## src/rtl/uart_pkg.sv

```systemverilog
// Shared UART framing encodings, FSM state type and small framing helpers,
// used by both the transmitter and the receiver.
package uart_pkg;

  localparam logic [1:0] STOP_1   = 2'b01;
  localparam logic [1:0] STOP_2   = 2'b10;
  localparam logic       PAR_EVEN = 1'b0;
  localparam logic       PAR_ODD  = 1'b1;

  typedef enum logic [2:0] {
    IDLE,
    START,
    DATA,
    PARITY,
    STOP
  } uart_state_t;

  // 00 behaves like one stop bit, 11 like two.
  function automatic logic two_stop(input logic [1:0] sb);
    return (sb == STOP_2) || (sb == (STOP_1 | STOP_2));
  endfunction

  function automatic logic parity_bit(input logic [7:0] d, input logic odd);
    return (^d) ^ (odd != PAR_EVEN);
  endfunction

endpackage

```

## src/rtl/uart_baud_gen.sv

```systemverilog
// Phase-accumulator bit-rate generator: adds baudrate every enabled clock and
// emits bit_tick each time the accumulator wraps past CLK_FREQ.
module uart_baud_gen #(
  parameter int CLK_FREQ = 25000000,
  parameter int BAUD_W   = 32
) (
  input  logic              clk,
  input  logic              rst,
  input  logic              clear,
  input  logic              en,
  input  logic [BAUD_W-1:0] baudrate,
  output logic              bit_tick
);

  // One extra bit so acc + baudrate never overflows (acc < CLK_FREQ, baudrate <= CLK_FREQ/2).
  localparam logic [BAUD_W:0] CLK_F = (BAUD_W + 1)'(CLK_FREQ);

  logic [BAUD_W:0] acc;
  logic [BAUD_W:0] sum;

  assign sum      = acc + {1'b0, baudrate};
  assign bit_tick = en && (sum >= CLK_F);

  always_ff @(posedge clk) begin
    if (rst || clear) begin
      acc <= '0;
    end else if (en) begin
      acc <= bit_tick ? (sum - CLK_F) : sum;
    end
  end

endmodule

```

## src/rtl/uart_tx.sv

```systemverilog
// UART transmitter: one byte per valid/ready handshake, framed as start,
// 8 data bits LSB first, optional parity and 1 or 2 stop bits.
//
// state  | meaning
// IDLE   | line high, ready when baudrate is usable
// START  | start bit (low)
// DATA   | data bit idx on the line
// PARITY | parity bit on the line
// STOP   | stop bit(s) high, stop_cnt counts periods
module uart_tx
  import uart_pkg::*;
#(
  parameter int CLK_FREQ = 25000000,
  parameter int BAUD_W   = 32
) (
  input  logic              clk,
  input  logic              rst,
  input  logic [BAUD_W-1:0] baudrate,
  input  logic              valid,
  input  logic [7:0]        tx_data,
  input  logic [1:0]        stop_bits,
  input  logic              parity_en,
  input  logic              parity_type,
  output logic              ready,
  output logic              busy,
  output logic              tx_done,
  output logic              tx
);

  localparam logic [BAUD_W-1:0] BAUD_MAX = BAUD_W'(CLK_FREQ / 2);

  uart_state_t       state;
  uart_state_t       state_nxt;
  logic [7:0]        data_q;
  logic [BAUD_W-1:0] baud_q;
  logic              two_stop_q;
  logic              par_en_q;
  logic              par_odd_q;
  logic [2:0]        idx;
  logic [2:0]        idx_nxt;
  logic [2:0]        idx_inc;
  logic              stop_cnt;
  logic              stop_cnt_nxt;
  logic              tx_nxt;
  logic              accept;
  logic              bit_tick;
  logic              baud_ok;

  assign baud_ok = (baudrate != '0) && (baudrate <= BAUD_MAX);
  assign ready   = (state == IDLE) && baud_ok;
  assign busy    = (state != IDLE);
  assign idx_inc = idx + 3'd1;

  uart_baud_gen #(
    .CLK_FREQ (CLK_FREQ),
    .BAUD_W   (BAUD_W)
  ) u_baud_gen (
    .clk      (clk),
    .rst      (rst),
    .clear    (accept),
    .en       (busy),
    .baudrate (baud_q),
    .bit_tick (bit_tick)
  );

  always_ff @(posedge clk) begin
    if (rst) begin
      state      <= IDLE;
      idx        <= '0;
      stop_cnt   <= 1'b0;
      tx         <= 1'b1;
      data_q     <= '0;
      baud_q     <= '0;
      two_stop_q <= 1'b0;
      par_en_q   <= 1'b0;
      par_odd_q  <= 1'b0;
    end else begin
      state    <= state_nxt;
      idx      <= idx_nxt;
      stop_cnt <= stop_cnt_nxt;
      tx       <= tx_nxt;
      if (accept) begin
        data_q     <= tx_data;
        baud_q     <= baudrate;
        two_stop_q <= two_stop(stop_bits);
        par_en_q   <= parity_en;
        par_odd_q  <= parity_type;
      end
    end
  end

  // tx_nxt is the value the line takes in the state being entered, so the
  // line flop changes on the same edge as the state register.
  always_comb begin
    state_nxt    = state;
    idx_nxt      = idx;
    stop_cnt_nxt = stop_cnt;
    tx_nxt       = tx;
    tx_done      = 1'b0;
    accept       = 1'b0;
    unique case (state)
      IDLE: begin
        tx_nxt = 1'b1;
        if (valid && ready) begin
          accept    = 1'b1;
          state_nxt = START;
          tx_nxt    = 1'b0;
        end
      end
      START: begin
        if (bit_tick) begin
          state_nxt = DATA;
          idx_nxt   = '0;
          tx_nxt    = data_q[0];
        end
      end
      DATA: begin
        if (bit_tick) begin
          if (idx == 3'd7) begin
            if (par_en_q) begin
              state_nxt = PARITY;
              tx_nxt    = parity_bit(data_q, par_odd_q);
            end else begin
              state_nxt    = STOP;
              stop_cnt_nxt = 1'b0;
              tx_nxt       = 1'b1;
            end
          end else begin
            idx_nxt = idx_inc;
            tx_nxt  = data_q[idx_inc];
          end
        end
      end
      PARITY: begin
        if (bit_tick) begin
          state_nxt    = STOP;
          stop_cnt_nxt = 1'b0;
          tx_nxt       = 1'b1;
        end
      end
      STOP: begin
        tx_nxt = 1'b1;
        if (bit_tick) begin
          if (stop_cnt == two_stop_q) begin
            state_nxt = IDLE;
            tx_done   = 1'b1;
          end else begin
            stop_cnt_nxt = 1'b1;
          end
        end
      end
      default: begin
        state_nxt = IDLE;
        tx_nxt    = 1'b1;
      end
    endcase
  end

endmodule

```

## config.mk

```make
export PLATFORM = sky130hd
export DESIGN_NAME = uart_tx
export DESIGN_NICKNAME = d
export VERILOG_FILES = /design/src/rtl/uart_pkg.sv /design/src/rtl/uart_baud_gen.sv /design/src/rtl/uart_tx.sv
export SDC_FILE = /design/constraint.sdc
export NUM_CORES = 1
export LEC_CHECK = 0
export BUFFER_PORTS_ARGS = -buffer_cell sky130_fd_sc_hd__buf_2
export CAP_MARGIN = 10
export CORE_ASPECT_RATIO = 0.5
export CORE_MARGIN = 2
export CORE_UTILIZATION = 40
export DETAILED_ROUTE_END_ITERATION = 6
export GPL_ROUTABILITY_DRIVEN = 0
export PLACE_DENSITY = 0.62
export SLEW_MARGIN = 20
export SYNTH_ARGS = -nofsm -noshare
export SYNTH_HDL_FRONTEND = slang
export SYNTH_SLANG_ARGS = --single-unit
```

## constraint.sdc

```tcl
create_clock -name clk -period 5.1 [get_ports clk]
set_input_delay 0.255 -clock clk [delete_from_list [all_inputs] [get_ports clk]]
set_output_delay 0.255 -clock clk [all_outputs]
set_load 0.02 [all_outputs]
```

==> impl_metrics.tcl, run 1 <==
set metrics [dict create \
    worst_setup_path_end_kind "output port" \
    dp_hpwl_mm 14.1 \
    firstDrtPassIters 5 \
    power_density_nw_per_um2 194 \
    power_frac_clock_pct 50.0 \
    yosysTopAreaCellShare_pct 25.4 \
    rr_endpoint "idx[0]$_SDFFE_PP0P_" \
    endpoint "tx_done" \
    grt_antenna_before_repair 0 \
    swShare_pct 24.3 \
    start_util_pct 40.7 \
    final_nets 939 \
    cp_slowest_stage_delay_ns 0.59 \
    hold_buffers 0 \
    grt_max_degree 47 \
    seq_power_share_pct 46.5 \
    design.die.area_um2 17700 \
    period_share_pct 91.5 \
    critical_path_arrival_ns 4.41 \
    n_antenna_cell 0 \
    p_leak_nw 3.24 \
    antenna_left 0 \
    syn_area_per_cell_um2 7.94 \
    path_cells "ha_1 > inv_1 > fa_1 > and2b_1 > o2111ai_1 > a21oi_2 > or3_4 > nand4_1 > nor4b_2 > nor4_1 > nand4b_2 > buf_4 > nand2_1 > nor2_1 > buf_2" \
    io_buffer_count 49 \
    synth_seq_cells 84 \
    critical_path_class "reg2out" \
    grt_pass1_wl_mm 29.7 \
    setup_slack_ns 0.435 \
    overflow 0 \
    cts_resized 0 \
    cts_root_buffer "clkbuf_16" \
    core_um2 16300 \
    drv_slew 0 \
    num_io_pins 51 \
    syn_area_um2 6620 \
    clock_latency_ns 0.36 \
    drt_iter0_drc 533 \
    grt_pass1_vias 5875 \
    status "completed" \
    reg2reg_slack_ns 0.58 \
    tightest_slew_ns 0.834 \
    syn_nets 918 \
    finalSetupTns_ns 0 \
    synthTopCellsByArea "dfxtp_1 (25%), ha_1 (6.8%), mux2i_1 (6.2%)" \
    clock_sinks 84 \
    reg2reg_from "baud_q[0]$_SDFFE_PP0P_" \
    rows 33 \
    vias 6368 \
    peakVddDrop_v 0.000162 \
    drc 0 \
    yosysSeqAreaShare_pct 25.4 \
    drive_gt1_share_pct 12.3 \
    fin_cells 1087 \
    die_h_um 95.0 \
    switching_power_uw 342 \
    post-place-ws_ns 0.650 \
    cp_slowest_cell "nor4b_2" \
    maxCapViolCount 0 \
    synthDistinctLibCells 88 \
    synth-edff-count 0 \
    startpoint_type "flip-flop" \
    comb_power_share_pct 3.5 \
    async_flop_share_pct 0 \
    h-tree-depth 3 \
    filler_cell_count 1644 \
    area_growth_pct 9.64 \
    p_total_mw 1.41 \
    syn_inst 834 \
    synth_top_cell_by_area "dfxtp_1" \
    hold_class "in2reg" \
    place_inst 1071 \
    crit_path_start "baud_q[0]$_SDFFE_PP0P_" \
    setup_viol 0 \
    slew_headroom_pct 44.4 \
    yosysWarningCount 0 \
    fin_crit_ns 4.66 \
    synth_most_common_cell "nor2_1" \
    cts_buffers 9 \
    cts_setup_buffers 0 \
    clk_transition_reported_paths_ns 0.07 \
    crit_required_ns 4.85 \
    path_max_fanout 31 \
    cts_tree "yes" \
    finalHoldViolCount 0 \
    fp.dieW_um 186 \
    rr_worst_depth 15 \
    routedWlPerCell_um 16.7 \
    avgViaCountPerCell 5.86 \
    final.setup_skew_ns 0.0145 \
    clock.fmax_mhz 214 \
    synthFlopType "dfxtp_1" \
    grt_setup_unrepaired "no" \
    groute.usage.overall_pct 21.3 \
    cellInternalPower_mw 1.07 \
    routed_wl_mm 18.2 \
    cts_buffer_depth 2 \
    netlist_top_cells_count "nor2_1 (88), dfxtp_1 (84), nand2_1 (76)" \
]
==> state kept, by name, indices dropped and copies added (netlist names) <==
| register | count |
|---|---|
| par_en_q | 1 |
| stop_cnt | 1 |
| par_odd_q | 1 |
| state | 3 |
| tx | 1 |
| two_stop_q | 1 |
| baud_q | 32 |
| idx | 3 |
| data_q | 8 |
| u_baud_gen.acc | 33 |
==> metal layers <==
layer | up-vias | share of wire (%) | track usage, %
met2 | 175 | 44 | 34.3
met3 | 26 | 5.0 | 3.55
met1 | 3012 | 49 | 29.3
li1 | 3155 | - | -
met5 | - | 0 | 0
met4 | 0 | 2.2 | 6.82
==> critical path, delay by kind of cell, from the launching register on <==
| family | cells | cell delay (ns) |
|---|---|---|
| fa+ha+maj | 2 | 0.43 |
| buf+inv | 3 | 0.61 |
| compound gates | 2 | 0.72 |
| simple gates | 8 | 1.97 |
| flops | 1 | 0.32 |
==> how the worst min path moves through the flow <==
stage                                         from                        endpoint  slack (ns)  cells past startpoint
floorplan                              baudrate[0]          baud_q[0]$_SDFFE_PP0P_        0.40                      2
global placement    u_baud_gen.acc[5]$_SDFFE_PP0N_  u_baud_gen.acc[5]$_SDFFE_PP0N_        0.44                      2
detailed placement         baud_q[29]$_SDFFE_PP0P_         baud_q[29]$_SDFFE_PP0P_        0.45                      1
CTS                                    parity_type          par_odd_q$_SDFFE_PP0P_        0.13                      3
global route                           parity_type          par_odd_q$_SDFFE_PP0P_        0.13                      3
finish                                 parity_type          par_odd_q$_SDFFE_PP0P_        0.13                      3
==> kinds of logic (layout without fill, tap and decap cells) <==
group / after synthesis / count (layout) / share of synthesized area [%]
AO/OA/AOI/OAI: 240 / 240 / 24.5
XOR/XNOR: 38 / 38 / 5.03
adder cells (fa/ha/maj): 37 / 37 / 7.11
buffers and inverters: 60 / 86 / 4.88
flip-flops: 84 / 84 / 25.4
multiplexers: 44 / 44 / 7.11
AND/OR/NAND/NOR: 331 / 331 / 25.9
==> through the flow <==
step / hold WS, ns / cell area (um^2) / utilization [%]
2_1_floorplan: 0.399 / 6620 / -
3_3_place_gp: 0.441 / 6950 / 42.7
3_5_place_dp: 0.451 / 6950 / 42.7
4_1_cts: 0.126 / 7260 / 44.6
5_1_grt: 0.133 / 7260 / 44.6
6_report: 0.125 / 7260 / 44.6
==> power groups by stage <==
stage	combinational (mW)	sequential (mW)	clock [mW]
after floorplan	0.0206	0.672	0
after global placement	0.0482	0.672	0
after detailed placement	0.0491	0.672	0
after CTS	0.0492	0.656	0.720
after global routing	0.0537	0.656	0.744
final	0.0492	0.656	0.705
==> cells in the final DEF, fill, tap and decap left out, types with 10 or more instances in the layout <==
master	synthesis	layout
mux2i_1	41	41
nand2_1	76	75
inv_1	12	12
nor3_1	21	20
o21a_1	10	10
ha_1	36	36
and3_1	11	11
a21oi_1	74	73
xor2_1	15	15
nor2_1	88	88
a21o_1	18	18
a211oi_1	12	12
buf_2	13	49
nand3_1	27	27
o21ai_0	39	39
and2_1	18	18
nand4_1	11	11
dfxtp_1	84	84
xnor2_1	23	23
nor4_1	17	17
==> layout make-up <==
cell class | count | area (um^2) | share of cell area, %
Tap cell | 227 | 284 | 3.91
Sequential cell | 84 | 1680 | 23.2
Clock buffer | 9 | 225 | 3.10
Inverter | 13 | 48.8 | 0.672
Clock inverter | 7 | 86.3 | 1.19
Multi-Input combinational cell | 690 | 4630 | 63.7
Timing Repair Buffer | 57 | 305 | 4.21
No activity file was read; power rests on OpenSTA's default activity.
==> run 2, diff against run 1 <==
--- a/config.mk
+++ b/config.mk
@@ -10,9 +10,10 @@
 export CORE_ASPECT_RATIO = 0.5
 export CORE_MARGIN = 2
 export CORE_UTILIZATION = 40
+export CTS_CLUSTER_SIZE = 40
 export DETAILED_ROUTE_END_ITERATION = 6
 export GPL_ROUTABILITY_DRIVEN = 0
-export PLACE_DENSITY = 0.62
+export PLACE_DENSITY = 0.59
 export SLEW_MARGIN = 20
 export SYNTH_ARGS = -nofsm -noshare
 export SYNTH_HDL_FRONTEND = slang
==> run 2 against run 1 <==
Worst setup slack gained 0.22 ns. Final cell count is essentially flat. Wire length shrank 2.0%. Core utilization shrank 0.12 points. Sequential power is essentially flat. Flip-flop and latch count is the same. Design area shrank 0.28%. Via count shrank 2.0%. Clock power shrank 6.1%. Critical path type unchanged. Critical endpoint unchanged.
==> impl_metrics.tcl, run 2 (synthesis gave the netlist of run 1 again) <==
set metrics [dict create \
    final_common_cell "nor2_1" \
    reg_top3 "u_baud_gen.acc: 33 flops, baud_q: 32 flops, data_q: 8 flops" \
    grt_setup_unrepaired "no" \
    maxCapViolCount 0 \
    clock.fmax_mhz 225 \
    seq_power_share_pct 48.1 \
    fin_cells 1086 \
    design.die.area_um2 17700 \
    routed_wl_mm 17.8 \
    largest_reg_flops 33 \
    start_util_pct 40.7 \
    n_antenna_cell 0 \
    grt_pass1_vias 5761 \
    h-tree-depth 3 \
    firstDrtPassIters 5 \
    critical_path_class "reg2out" \
    antenna_left 0 \
    fp.dieW_um 186 \
    slew_headroom_pct 42.4 \
    startpoint_type "flip-flop" \
    clock_sinks 84 \
    post-place-ws_ns 0.775 \
    finalHoldViolCount 0 \
    routedWlPerCell_um 16.4 \
    grt_pass1_wl_mm 28.8 \
    core_um2 16300 \
    cts_resized 0 \
    place_area_um2 6940 \
    clock_latency_ns 0.35 \
    switching_power_uw 309 \
    num_io_pins 51 \
    cp_slowest_stage_delay_ns 0.54 \
    cts_tree "yes" \
    vias 6242 \
    rows 33 \
    path_max_fanout 13 \
    p_leak_nw 3.23 \
    final_nets 938 \
    critical_path_arrival_ns 4.19 \
    dp_hpwl_mm 13.8 \
    place_inst 1070 \
    period_share_pct 87.2 \
    drive_gt1_share_pct 12.2 \
    final.setup_skew_ns 0.00789 \
    cp_slowest_cell "o2111ai_1" \
    grt_max_degree 54 \
    avgViaCountPerCell 5.75 \
    setup_viol 0 \
    filler_cell_count 1670 \
    power_density_nw_per_um2 189 \
    mostFrequentLayoutCells "nor2_1 (88), dfxtp_1 (84), nand2_1 (75), a21oi_1 (73), buf_2 (49)" \
    whs_ns 0.129 \
    postLayoutCoreUtil_pct 44.5 \
    cts_buffer_depth 2 \
    grt_antenna_before_repair 0 \
    crit_required_ns 4.85 \
    finalInstanceArea_um2 7240 \
    die_h_um 95.0 \
    swShare_pct 22.6 \
    cts_buffers 9 \
    fin_crit_ns 4.45 \
    cts_setup_buffers 0 \
    peakVddDrop_v 0.000207 \
    hold_class "in2reg" \
    comb_power_share_pct 3.5 \
    io_buffer_count 49 \
    drt_iter0_drc 433 \
    finalSetupTns_ns 0 \
    regMostFlops "u_baud_gen.acc" \
    p_total_mw 1.37 \
    groute.usage.overall_pct 20.8 \
    setup_slack_ns 0.653 \
    clk_transition_reported_paths_ns 0.07 \
    overflow 0 \
    status "completed" \
    drv_slew 0 \
    power_frac_clock_pct 48.4 \
    cellInternalPower_mw 1.06 \
    hold_buffers 0 \
    area_growth_pct 9.34 \
    drc 0 \
    path_cells "ha_1 > inv_1 > fa_1 > and2b_1 > o2111ai_1 > a21oi_2 > or3_4 > o41ai_4 > nor4b_2 > nor4_1 > nand4b_2 > buf_4 > nand2_1 > nor2_1 > buf_2" \
    cts_root_buffer "clkbuf_16" \
    tightest_slew_ns 0.856 \
    worst_setup_path_end_kind "output port" \
]
[run 2: cell types whose count changed in the layout (fill, tap and decap cells not counted), sizes merged]
cell and change:
inv -3, clkinv +3, buf -1
[run 2: cell type report]
cell class / count / area, um^2 / area share [%]
multi-input cells: 690 / 4630 / 63.9
flip-flops and latches: 84 / 1680 / 23.2
repair buffers: 56 / 298 / 4.11
well taps: 227 / 284 / 3.92
clock buffers: 9 / 225 / 3.11
clock inverters: 7 / 73.8 / 1.02
inverters: 13 / 48.8 / 0.674
[run 2: per-layer routing]
| metal | GRT usage [%] | share of wire, % |
|---|---|---|
| met5 | 0 | 0 |
| met4 | 6.36 | 2.3 |
| met3 | 4.63 | 4.8 |
| met2 | 34.2 | 44 |
| met1 | 27.4 | 49 |
[run 2: power by group through the flow]
| stage | sequential [mW] | combinational, mW | clock, mW |
|---|---|---|---|
| 6_report | 0.657 | 0.0482 | 0.662 |
| 5_1_grt | 0.657 | 0.0529 | 0.704 |
| 4_1_cts | 0.657 | 0.0482 | 0.678 |
| 3_5_place_dp | 0.672 | 0.0479 | 0 |
| 3_3_place_gp | 0.672 | 0.0473 | 0 |
| 2_1_floorplan | 0.672 | 0.0206 | 0 |
[run 2: worst paths after layout]
kind | cells past startpoint | end | startpoint | slack, ns
max reg2reg | 14 | u_baud_gen.acc[32]$_SDFFE_PP0N_ | baud_q[0]$_SDFFE_PP0P_ | 0.73
min reg2reg | 2 | u_baud_gen.acc[0]$_SDFFE_PP0N_ | u_baud_gen.acc[0]$_SDFFE_PP0N_ | 0.46
max | 15 | tx_done | baud_q[0]$_SDFFE_PP0P_ | 0.65
min | 3 | data_q[6]$_SDFFE_PP0P_ | tx_data[6] | 0.13
[run 2: critical path, delay by kind of cell (launching register included)]
| family | cells | cell delay, ns |
|---|---|---|
| adders and majority gates | 2 | 0.42 |
| buffers and inverters | 3 | 0.44 |
| AOI/OAI and AO/OA | 3 | 1.05 |
| DFF | 1 | 0.31 |
| and+or+nand+nor | 7 | 1.60 |
